**src/rtl/byte_to_word_packer.sv**
```systemverilog
// rtl/byte_to_word_packer.sv - packs a byte stream into little-endian words with a byte mask
// One accumulator plus one output holding register; i_last flushes a partial word.
module byte_to_word_packer #(
  parameter int DATA_WIDTH = 8,
  parameter int BYTES      = 4
) (
  input  logic                        clk,
  input  logic                        rst,
  input  logic [DATA_WIDTH-1:0]       i,
  input  logic                        i_vld,
  input  logic                        i_last,
  output logic                        i_rd,
  output logic [DATA_WIDTH*BYTES-1:0] o_data,
  output logic [BYTES-1:0]            o_mask,
  output logic                        o_last,
  output logic                        o_vld,
  input  logic                        o_rd
);

  localparam int            CW       = (BYTES > 1) ? $clog2(BYTES) : 1;
  localparam logic [CW-1:0] LAST_CNT = CW'(BYTES - 1);

  logic [CW-1:0]               r_cnt;
  logic [DATA_WIDTH*BYTES-1:0] r_acc;
  logic [BYTES-1:0]            r_acc_mask;
  logic [DATA_WIDTH*BYTES-1:0] r_o_data;
  logic [BYTES-1:0]            r_o_mask;
  logic                        r_o_last;
  logic                        r_o_vld;

  logic                        w_in_xfer;
  logic                        w_out_xfer;
  logic                        w_complete;
  logic [DATA_WIDTH*BYTES-1:0] w_merged;
  logic [BYTES-1:0]            w_merged_mask;

  // A held word blocks every input byte, even ones that would only fill the accumulator.
  assign i_rd       = !r_o_vld || o_rd;
  assign w_in_xfer  = i_vld && i_rd;
  assign w_out_xfer = r_o_vld && o_rd;
  assign w_complete = w_in_xfer && ((r_cnt == LAST_CNT) || i_last);

  always_comb begin
    w_merged      = r_acc;
    w_merged_mask = r_acc_mask;
    for (int k = 0; k < BYTES; k++) begin
      if (r_cnt == CW'(k)) begin
        w_merged[k*DATA_WIDTH +: DATA_WIDTH] = i;
        w_merged_mask[k]                     = 1'b1;
      end
    end
  end

  always_ff @(posedge clk or posedge rst) begin
    if (rst) begin
      r_cnt      <= '0;
      r_acc      <= '0;
      r_acc_mask <= '0;
    end else if (w_complete) begin
      r_cnt      <= '0;
      r_acc      <= '0;
      r_acc_mask <= '0;
    end else if (w_in_xfer) begin
      r_cnt      <= r_cnt + 1'b1;
      r_acc      <= w_merged;
      r_acc_mask <= w_merged_mask;
    end
  end

  always_ff @(posedge clk or posedge rst) begin
    if (rst) begin
      r_o_vld  <= 1'b0;
      r_o_data <= '0;
      r_o_mask <= '0;
      r_o_last <= 1'b0;
    end else if (w_complete) begin
      r_o_vld  <= 1'b1;
      r_o_data <= w_merged;
      r_o_mask <= w_merged_mask;
      r_o_last <= i_last;
    end else if (w_out_xfer) begin
      r_o_vld  <= 1'b0;
    end
  end

  assign o_data = r_o_data;
  assign o_mask = r_o_mask;
  assign o_last = r_o_last;
  assign o_vld  = r_o_vld;

endmodule

```
**config.mk**
```make
export PLATFORM = sky130hd
export DESIGN_NAME = byte_to_word_packer
export DESIGN_NICKNAME = d
export VERILOG_FILES = /design/src/rtl/byte_to_word_packer.sv
export SDC_FILE = /design/constraint.sdc
export NUM_CORES = 1
export LEC_CHECK = 0
export ABC_AREA = 1
export CAP_MARGIN = 25
export CORE_MARGIN = 8
export CORE_UTILIZATION = 24
export DETAILED_ROUTE_END_ITERATION = 7
export GPL_TIMING_DRIVEN = 0
export PLACE_DENSITY = 0.5
export REMOVE_ABC_BUFFERS = 1
export SLEW_MARGIN = 20
export SYNTH_ARGS = -nofsm -noshare
export SYNTH_HDL_FRONTEND = slang
export SYNTH_SLANG_ARGS = --single-unit
export TNS_END_PERCENT = 1
```
**constraint.sdc**
```tcl
create_clock -name clk -period 2.8 [get_ports clk]
set_input_delay 0.28 -clock clk [delete_from_list [all_inputs] [get_ports clk]]
set_output_delay 0.28 -clock clk [all_outputs]
set_load 0.05 [all_outputs]
```
==> metrics, run 1 <==
status completed; Die Ht 138 µm; compound-cell area share of the yosys netlist 0.00246; largest family of logic cells by synthesized area simple AND/OR/NAND/NOR gates; Avg Vias per Cell between 4 and 5; pre-CTS WS between 200 and 300 ps; Synth Area in Simple Gates 0.371; post-synthesis sequential area ratio 0.534; hold_buf cts 0; largest net degree at the start of global routing 49; I/O pin count 52; grt ovf 0; final setup fails 0; Lkg Pwr 0.00242 µW; # Post-CTS Setup Buffers 0; worst setup path class flop to flop; Max-Slew Margin vs Limit 0.589; CTS tree built; maximum VDD drop 0.330 mV; antenna fix cells 0; FF-to-FF End o_data[15]; layer with the highest usage met2; CTS H-tree depth 3; Post-DP Area 4230 µm²; post-synth top area cell dfrtp_1; max-slew violations 0; Initial Util 0.245; Netlist cell types 17; TritonCTS buffer count 9; unrepaired setup endpoints after global routing false; Critical Path End o_data[15]; R2R cell count 7; die area 19000 µm²; Hold Crit Class input port to asynchronous set/reset pin; P&R area growth vs syn 26.4%; skew final 5.50 ps; Worst-Margin Slew 615 ps; register bit count reported by yosys 76; Avg Inst Size Synth 8.11 µm²; initial antenna violation count 0; worst-path fanout max 38; final worst-path cycle share 0.882; mapped cell area 3560 µm²; Adder-Cell Fraction of Synth Area 0.0141; grt met2 use 0.155; Crit. End Element flop; yosys warns 0; part of the power in registers 0.370; final wirelength 9.24 mm; layout cells sized above 1 0.0764; CTS Sinks 76; Avg WL per Cell 13.8 µm; drt pass-1 iters 7; vias in the first global route 2828; Fmax 405 MHz; CP Launch Type flop; final instance area about 4500 µm²; met3 usage 0.0321; final net count 496; Net Switching between 1000 and 1500 µW; CP Data Required Time 3010 ps; Synth top area share 0.534; FF-to-FF setup slack 330 ps; Critical Path Source r_cnt[0]; vias ~2800; Worst Path Arrival ~2700 ps; post-synthesis mux area share 0; final hold viol count 0; 1st-iter DRT viols 258; Final Wtd Congestion 0.714; Core Box Area 14500 µm²; Die X-Extent roughly 140 µm; GRT Util Overall 0.104; worst-skew pair later-pin latency roughly 330 ps; Max-Cap Viols 0; leading post-synthesis cells by cell area dfrtp_1 53%, nand2_1 25%, nand3_1 7.9%, nand3_2 2.8%, inv_1 1.9%; met1 Track Usage GR 0.137; CTS Buffer Depth 2; first-pass GRT wire length about 15 mm; final worst slack 330 ps; XOR/XNOR Fraction of Synth Area 0; DRC violations left 0; Core Rows 44; Sw Ratio 0.385; Post-DRT Antenna Nets 0; post-cts resize count 0; Pint 2330 µW; Power Dens Cells 843 nW/µm²; port buffer count 51; clk slew on worst S/H paths 60 ps; total power between 3000 and 4000 µW; fin crit period about 2500 ps; CTS root buffer clkbuf_16; Clock Power Share 0.277; post-synthesis instance total 439; Logic pwr share 0.353; RR Startpoint r_cnt[0]; dpl hpwl a little over 6 mm
==> power by group through the flow <==
| stage | clock [µW] | combinational, µW | sequential [µW] |
|---|---|---|---|
| finish | 1050 | 1340 | 1400 |
| global route | 1130 | 1460 | 1430 |
| CTS | 1090 | 1360 | 1410 |
| detailed placement | 0 | 1360 | 1420 |
| global placement | 0 | 1330 | 1410 |
| floorplan | 0 | 437 | 1860 |
==> worst min-delay path by stage <==
stage / startpoint / slack [ps] / to
5_1_grt: rst / 340 / o_data[20]
4_1_cts: rst / 310 / o_data[28]
3_5_place_dp: r_acc_mask[3] / 450 / r_acc_mask[3]
2_1_floorplan: i_last / 400 / o_last
6_report: rst / 300 / o_data[29]
3_3_place_gp: r_acc_mask[3] / 440 / r_acc_mask[3]
==> registers in the layout, indices dropped and copies added (netlist names) <==
register	count
o_last	1
o_vld	1
o_mask	4
o_data	32
r_acc_mask	4
r_cnt	2
r_acc	32
==> layout make-up <==
cell class                      count  area [µm²]
Multi-Input combinational cell    317        1400
Timing Repair Buffer               55         621
Sequential cell                    76        1900
Clock buffer                       14         254
Fill cell                        1528       10000
Tap cell                          184         230
Inverter                           20        87.6
Clock inverter                      2        10.0
==> cells by family after synthesis <==
kind of cell               Yosys count
and+or+nand+nor                    312
adders and majority gates            4
buffers and inverters               46
AOI/OAI and AO/OA                    1
DFF                                 76
==> critical path, cell delays in order, from the launching register on <==
cell     delay (ps)
dfrtp_1         390
ha_1            520
inv_8            90
nand2_4         380
nand3_2         480
buf_16          330
nand2_1          70
nand2_1          50
==> cells in the mapped netlist <==
cell	n
buf_6	3
buf_4	7
nand3_1	56
or2_2	4
inv_8	1
inv_4	1
buf_2	10
buf_12	2
nand2_4	1
nand2_1	241
buf_1	1
clkbuf_1	3
inv_1	18
ha_1	4
nand3_2	10
dfrtp_1	76
a21oi_2	1
==> per-stage QoR <==
step / cells / hold WS, ps / TNS, ps / util
after global routing: 668 / 337 / 0 / 0.310
after global placement: 648 / 442 / -108880 / 0.283
after CTS: 668 / 313 / 0 / 0.309
final: 668 / 302 / 0 / 0.310
after detailed placement: 652 / 446 / 0 / 0.291
after floorplan: 413 / 398 / 0 / -
==> layer usage <==
metal | wire length (µm) | part of all wire
met4 | 71 | 0.0077
met5 | 0 | 0
met2 | 4150 | 0.45
met1 | 4420 | 0.48
met3 | 611 | 0.066
==> cells in the final DEF (no fill, tap or decap) <==
cell	n
nand2_1	240
dfrtp_1	76
nand3_1	55
clkdlybuf4s50_1	51
inv_1	17
nand3_2	11
clkbuf_16	9
or2_2	4
ha_1	4
clkbuf_1	4
buf_16	4
inv_4	2
clkinv_2	2
a21oi_4	1
inv_8	1
nand2_4	1
nand2_2	1
clkbuf_8	1
No activity file was read; power rests on OpenSTA's default activity.
==> run 2: changes to the inputs <==
PLACE_DENSITY = 0.48   (was 0.5)
==> run 2 against run 1 <==
Compared with the run above: total power increased by 3.5%; non-clock buffer count increased by 1; first-iteration DRC count increased by 3.5%; sequential share of layout area decreased by 0.37 points; flip-flop and latch count unchanged; global-route usage decreased by 0.12 points; critical path depth unchanged; cell area increased by 0.89%; final cell count increased by 0.15%; combinational power about the same; clock skew decreased by 1.6 ps; largest power group unchanged.
==> metrics, run 2 (same netlist as run 1, synthesis figures left out) <==
status completed (unchanged); fin crit period 2440 ps (was 2470 ps); dpl hpwl 6.12 mm (was 6.11 mm); commonest non-fill, non-tap cell in the layout nand2_1 (unchanged); drt pass-1 iters 5 (was 7); Die X-Extent 138 µm (unchanged); Worst-Margin Slew 731 ps (was 615 ps); grt ovf 0 (unchanged); unrepaired setup endpoints after global routing false (unchanged); crit path max-delay cell type ha_1 (unchanged); final worst-path cycle share 0.872 (was 0.882); Initial Util 0.245 (unchanged); maximum VDD drop 0.323 mV (was 0.330 mV); Crit. End Element flop (unchanged); CTS H-tree depth 3 (unchanged); worst-skew pair later-pin latency 340 ps (was 330 ps); FF-to-FF End o_data[24] (was o_data[15]); P&R area growth vs syn 27.6% (was 26.4%); setup TNS 0 ps (unchanged); post-cts resize count 0 (unchanged); CP most frequent cell nand2_1 (unchanged); cell family with most CP delay simple AND/OR/NAND/NOR gates (unchanged); Worst Path Arrival 2670 ps (was 2680 ps); first-pass GRT wire length 14.9 mm (was 15.2 mm); Fill cells 1543 (was 1528); CTS tree built (unchanged); Die Ht 138 µm (unchanged); Avg WL per Cell 13.7 µm (was 13.8 µm); Core Rows 44 (unchanged); Hold WS 264 ps (was 302 ps); CP Data Required Time 3020 ps (was 3010 ps); Final Wtd Congestion 0.722 (was 0.714); layout cells sized above 1 0.0825 (was 0.0764); final wirelength 9.16 mm (was 9.24 mm); Core Box Area 14500 µm² (unchanged); Post-DP Area 4220 µm² (was 4230 µm²); initial antenna violation count 0 (unchanged); skew final 3.90 ps (was 5.50 ps); RR Startpoint r_cnt[0] (unchanged); largest net degree at the start of global routing 56 (was 49); vias in the first global route 2762 (was 2828); Max-Cap Viols 0 (unchanged); Lkg Pwr 0.00244 µW (was 0.00242 µW); clk slew on worst S/H paths 60 ps (about the same); final instance area 4540 µm² (was 4500 µm²); Hold Crit Class input port to asynchronous set/reset pin (unchanged); worst setup path class flop to flop (unchanged); Max-Slew Margin vs Limit 0.511 (was 0.589); I/O pin count 52 (unchanged); most frequent cells in the layout 241 x nand2_1, 76 x dfrtp_1, 55 x nand3_1, 51 x clkdlybuf4s50_1, 17 x inv_1 (was 240 x nand2_1, 76 x dfrtp_1, 55 x nand3_1, 51 x clkdlybuf4s50_1, 17 x inv_1); worst path bufs/invs 2 (unchanged); CP Launch Type flop (unchanged); worst path cell trace ha_1 -> inv_8 -> nand2_4 -> nand3_2 -> buf_16 -> nand2_1 -> nand2_1 (unchanged); Fmax 409 MHz (was 405 MHz); antenna fix cells 0 (unchanged); max-slew violations 0 (unchanged); GRT Util Overall 0.103 (was 0.104); CTS Buffer Depth 2 (unchanged); final net count 497 (was 496); R2R cell count 7 (unchanged); worst-path fanout max 38 (unchanged); vias 2824 (was 2840); post-route core utilization 0.312 (was 0.310); CTS root buffer clkbuf_16 (unchanged); 1st-iter DRT viols 267 (was 258); Avg Vias per Cell 4.22 (was 4.25); CTS Sinks 76 (unchanged); hold_buf cts 0 (unchanged); FF-to-FF setup slack 360 ps (was 330 ps); Critical Path Source r_cnt[0] (unchanged); Post-DRT Antenna Nets 0 (unchanged); final setup fails 0 (unchanged); TritonCTS buffer count 9 (unchanged); final hold viol count 0 (unchanged); port buffer count 51 (unchanged); die area 19000 µm² (unchanged); Critical Path End o_data[24] (was o_data[15]); Power Dens Cells 865 nW/µm² (was 843 nW/µm²); # Post-CTS Setup Buffers 0 (unchanged); Crit path depth 7 (unchanged); DRC violations left 0 (unchanged); CP max stage delay 510 ps (was 520 ps)
==> run 2: changes by cell type in the layout (fill, tap and decap cells not counted) <==
cell,previous run,this run
nand2_2,1,0
bufinv_16,0,1
buf_8,0,2
clkinvlp_4,0,1
clkbuf_8,1,2
clkbuf_1,4,1
nand2_1,240,241
buf_16,4,3
==> run 2: through the flow <==
step                      instances  setup slack [ps]  power [µW]
after floorplan                 413               379        2290
after global placement          648              -862        2740
after detailed placement        652               300        2770
after CTS                       668               279        3990
after global routing            669              60.9        4150
final                           669               358        3920
==> run 2: area by class of cell <==
type / count / area (µm²) / area share
well taps: 184 / 230 / 0.0507
clock buffers: 12 / 256 / 0.0565
repair buffers: 56 / 623 / 0.137
multi-input cells: 317 / 1390 / 0.307
inverters: 20 / 87.6 / 0.0193
flip-flops and latches: 76 / 1900 / 0.419
clock inverters: 4 / 47.5 / 0.0105
==> run 2: worst min-delay path by stage <==
stage                     slack [ps]       endpoint
after floorplan                  400         o_last
after global placement           440  r_acc_mask[3]
after detailed placement         450  r_acc_mask[3]
after CTS                        270      r_acc[29]
after global routing             300          o_vld
final                            260          o_vld
==> run 2: power by group <==
part,internal (µW),switching [µW],total [µW]
clock,736,452,1190
sequential,1290,108,1400
combinational,417,917,1330
==> run 2: metal layers <==
layer | global-route usage | vias up | share of wire
li1 | - | 1437 | -
met1 | 0.130 | 1323 | 0.46
met2 | 0.157 | 51 | 0.46
met3 | 0.0277 | 13 | 0.059
met4 | 0.0537 | 0 | 0.024
met5 | 0 | - | 0
==> edit (config.mk and constraints of run 2) <==
Reset style: synchronous (`rst`), changed in 2 clocked blocks.
--- a/src/rtl/byte_to_word_packer.sv
+++ b/src/rtl/byte_to_word_packer.sv
@@ -51,7 +51,7 @@
     end
   end
 
-  always_ff @(posedge clk or posedge rst) begin
+  always_ff @(posedge clk) begin
     if (rst) begin
       r_cnt      <= '0;
       r_acc      <= '0;
@@ -67,7 +67,7 @@
     end
   end
 
-  always_ff @(posedge clk or posedge rst) begin
+  always_ff @(posedge clk) begin
     if (rst) begin
       r_o_vld  <= 1'b0;
       r_o_data <= '0;
Behaviour: differs if rst is asserted again (counterexample within 4 cycles, from zero or initial values and one cycle with rst high); with rst held inactive, the same outputs for 10 cycles.
==> edit against run 2 <==
  * Fmax fell by 1.4%
  * Sequential cell count did not move
  * Global-route usage rose by 0.082 points
  * Final area shrank 5.5%
  * Clock skew is 1.3 ps higher
  * Routed wire length is 3.8% lower
  * Setup slack got worse by 34 ps
  * Hold slack gained 190 ps
  * Synthesized area down 7.0%
  * Die area down 6.2%
  * Critical endpoint is now r_acc_mask[2]
Power is not compared: it rests on default switching activity, and its combinational part moved more than twofold at a synthesized area within 25%.
==> edit: results (changes against run 2) <==
Ys Warns 0 (unchanged); outcome finished, final reports clean; RR Endpoint r_acc_mask[2]; vias per cell 4.26 (+1.0%); largest net degree at the start of global routing 46 (-18%); relative max-transition margin 0.488 (-0.0238); clock skew 5.21 ps (+1.31 ps); worst r2r path cells 6 (-1); CTS Buf Count 9 (unchanged); sequential-to-total area share from yosys stat 0.460 (-0.0747); worst vdd ir 0.000247 V; clock latency on the worst-skew pair 330 ps; drt initial violations 225 (-16%); FFs w/ async S/R, synth 0 (-1.00); H-tree level count 3 (unchanged); Compound-Gate Fraction of Synth Area 0.0975 (+0.0951); number of diodes 0 (unchanged); mux contribution to synthesized area 0 (unchanged); worst-path maximum fanout 45 (+18%); nets@finish 532 (+7.0%); LEAKAGE 1.74 nW; first drt pass iteration count 4 (-1); share of layout cells above drive strength 1 0.0519 (-0.0306); commonest cells in the netlist 182 x nand2_1, 76 x dfxtp_1, 57 x nand3_1; Clock Tree Root clkbuf_16; Post-Route WL 8.81 mm (-3.8%); first-pass GRT wire length 15.0 mm (+0.74%); Fin. Hold Viols 0 (unchanged); Placement Cell Area 0.00398 mm2 (-5.6%); Synth area leaders dfxtp_1 46%, nand2_1 21%, nand3_1 8.6%; Critical Path AT 2670 ps (about the same); clock tree buffer depth 2 (unchanged); I/O Buffers 51 (unchanged); antenna violations before repair 0 (unchanged); CP Launch Type flop; total track usage 0.104 (+0.000818); Worst-path clk slew 60 ps (about the same); crit end category flop; GP Congestion 0.724 (+0.15%); Post-Synth Adder-Cell Area 0.0151 (+0.00106); setup slack, reg-to-reg 320 ps (-30 ps); xor and xnor area share after synthesis 0 (unchanged); Post-DP HPWL 5.80 mm (-5.2%); reg2reg start r_cnt[0]; Hold Path Class flop to flop; distinct cell type count after synthesis 18 (+1); number of global-route vias before repair 3,023 (+9.4%)
==> edit: changes by cell type in the layout (fill, tap and decap cells not counted), moves of 11 or more <==
cell and change:
a21oi_1 +40, dfrtp_1 -76, dfxtp_1 +76, inv_1 +31
nand2_1 -61, nand3_2 -11, nor2_1 +13, o21ai_0 +21
==> edit: cells by family after synthesis <==
family / count (synthesis)
adders and majority gates: 4
AOI/OAI and AO/OA: 63
DFF: 76
buffers and inverters: 81
and+or+nand+nor: 256
==> edit: worst min-delay path by stage <==
stage	startpoint	endpoint	slack, ps	depth (start not counted)
after floorplan	rst	o_last	350	1
after global placement	r_acc_mask[1]	r_acc_mask[1]	430	2
after detailed placement	r_acc_mask[1]	r_acc_mask[1]	440	2
after CTS	r_acc_mask[1]	r_acc_mask[1]	450	2
after global routing	r_acc[22]	r_acc[22]	480	2
final	r_acc_mask[1]	r_acc_mask[1]	450	2
==> edit: power by group <==
part / leakage [nW] / internal, mW / switching, mW / total [mW]
clock network: 0.149 / 0.736 / 0.440 / 1.18
registers: 0.617 / 1.11 / 0.0170 / 1.13
logic: 0.976 / 0.108 / 0.231 / 0.339
==> edit: worst max-delay path, stage by stage (launching register included) <==
cell and delay (ps):
dfxtp_1 390, ha_1 400, inv_2 250, nand2_4 180
nand3_4 430, nand2_4 570, a21oi_1 90
==> edit: what timing repair did <==
item / in CTS / in global routing
endpoints found under the setup margin: 0 / 38
resized for setup: 0 / 1
hold endpoints to repair: 0 / 0
buffers inserted: 0 / 0
==> edit: final cells by class <==
| type | instances | area (um2) |
|---|---|---|
| fill | 1507 | 9370 |
| timing repair buffer | 54 | 593 |
| multi-input combinational | 323 | 1460 |
| inverter | 51 | 191 |
| sequential | 76 | 1520 |
| tap | 180 | 225 |
| clock inverter | 4 | 47.5 |
| clock buffer | 12 | 256 |
==> edit: per-stage QoR <==
step	cells	hold slack (ps)	setup slack, ps
4_1_cts	700	453	15.0
3_5_place_dp	684	444	-128
5_1_grt	700	479	54.3
2_1_floorplan	450	349	291
3_3_place_gp	681	431	-918
6_report	700	451	324
==> edit: per-layer routing <==
metal | vias to the layer above | track usage | routed length (um)
li1 | 1570 | - | -
met1 | 1372 | 0.123 | 4000
met2 | 35 | 0.175 | 4330
met3 | 8 | 0.0282 | 406
met4 | 0 | 0.0356 | 72
met5 | - | 0 | 0
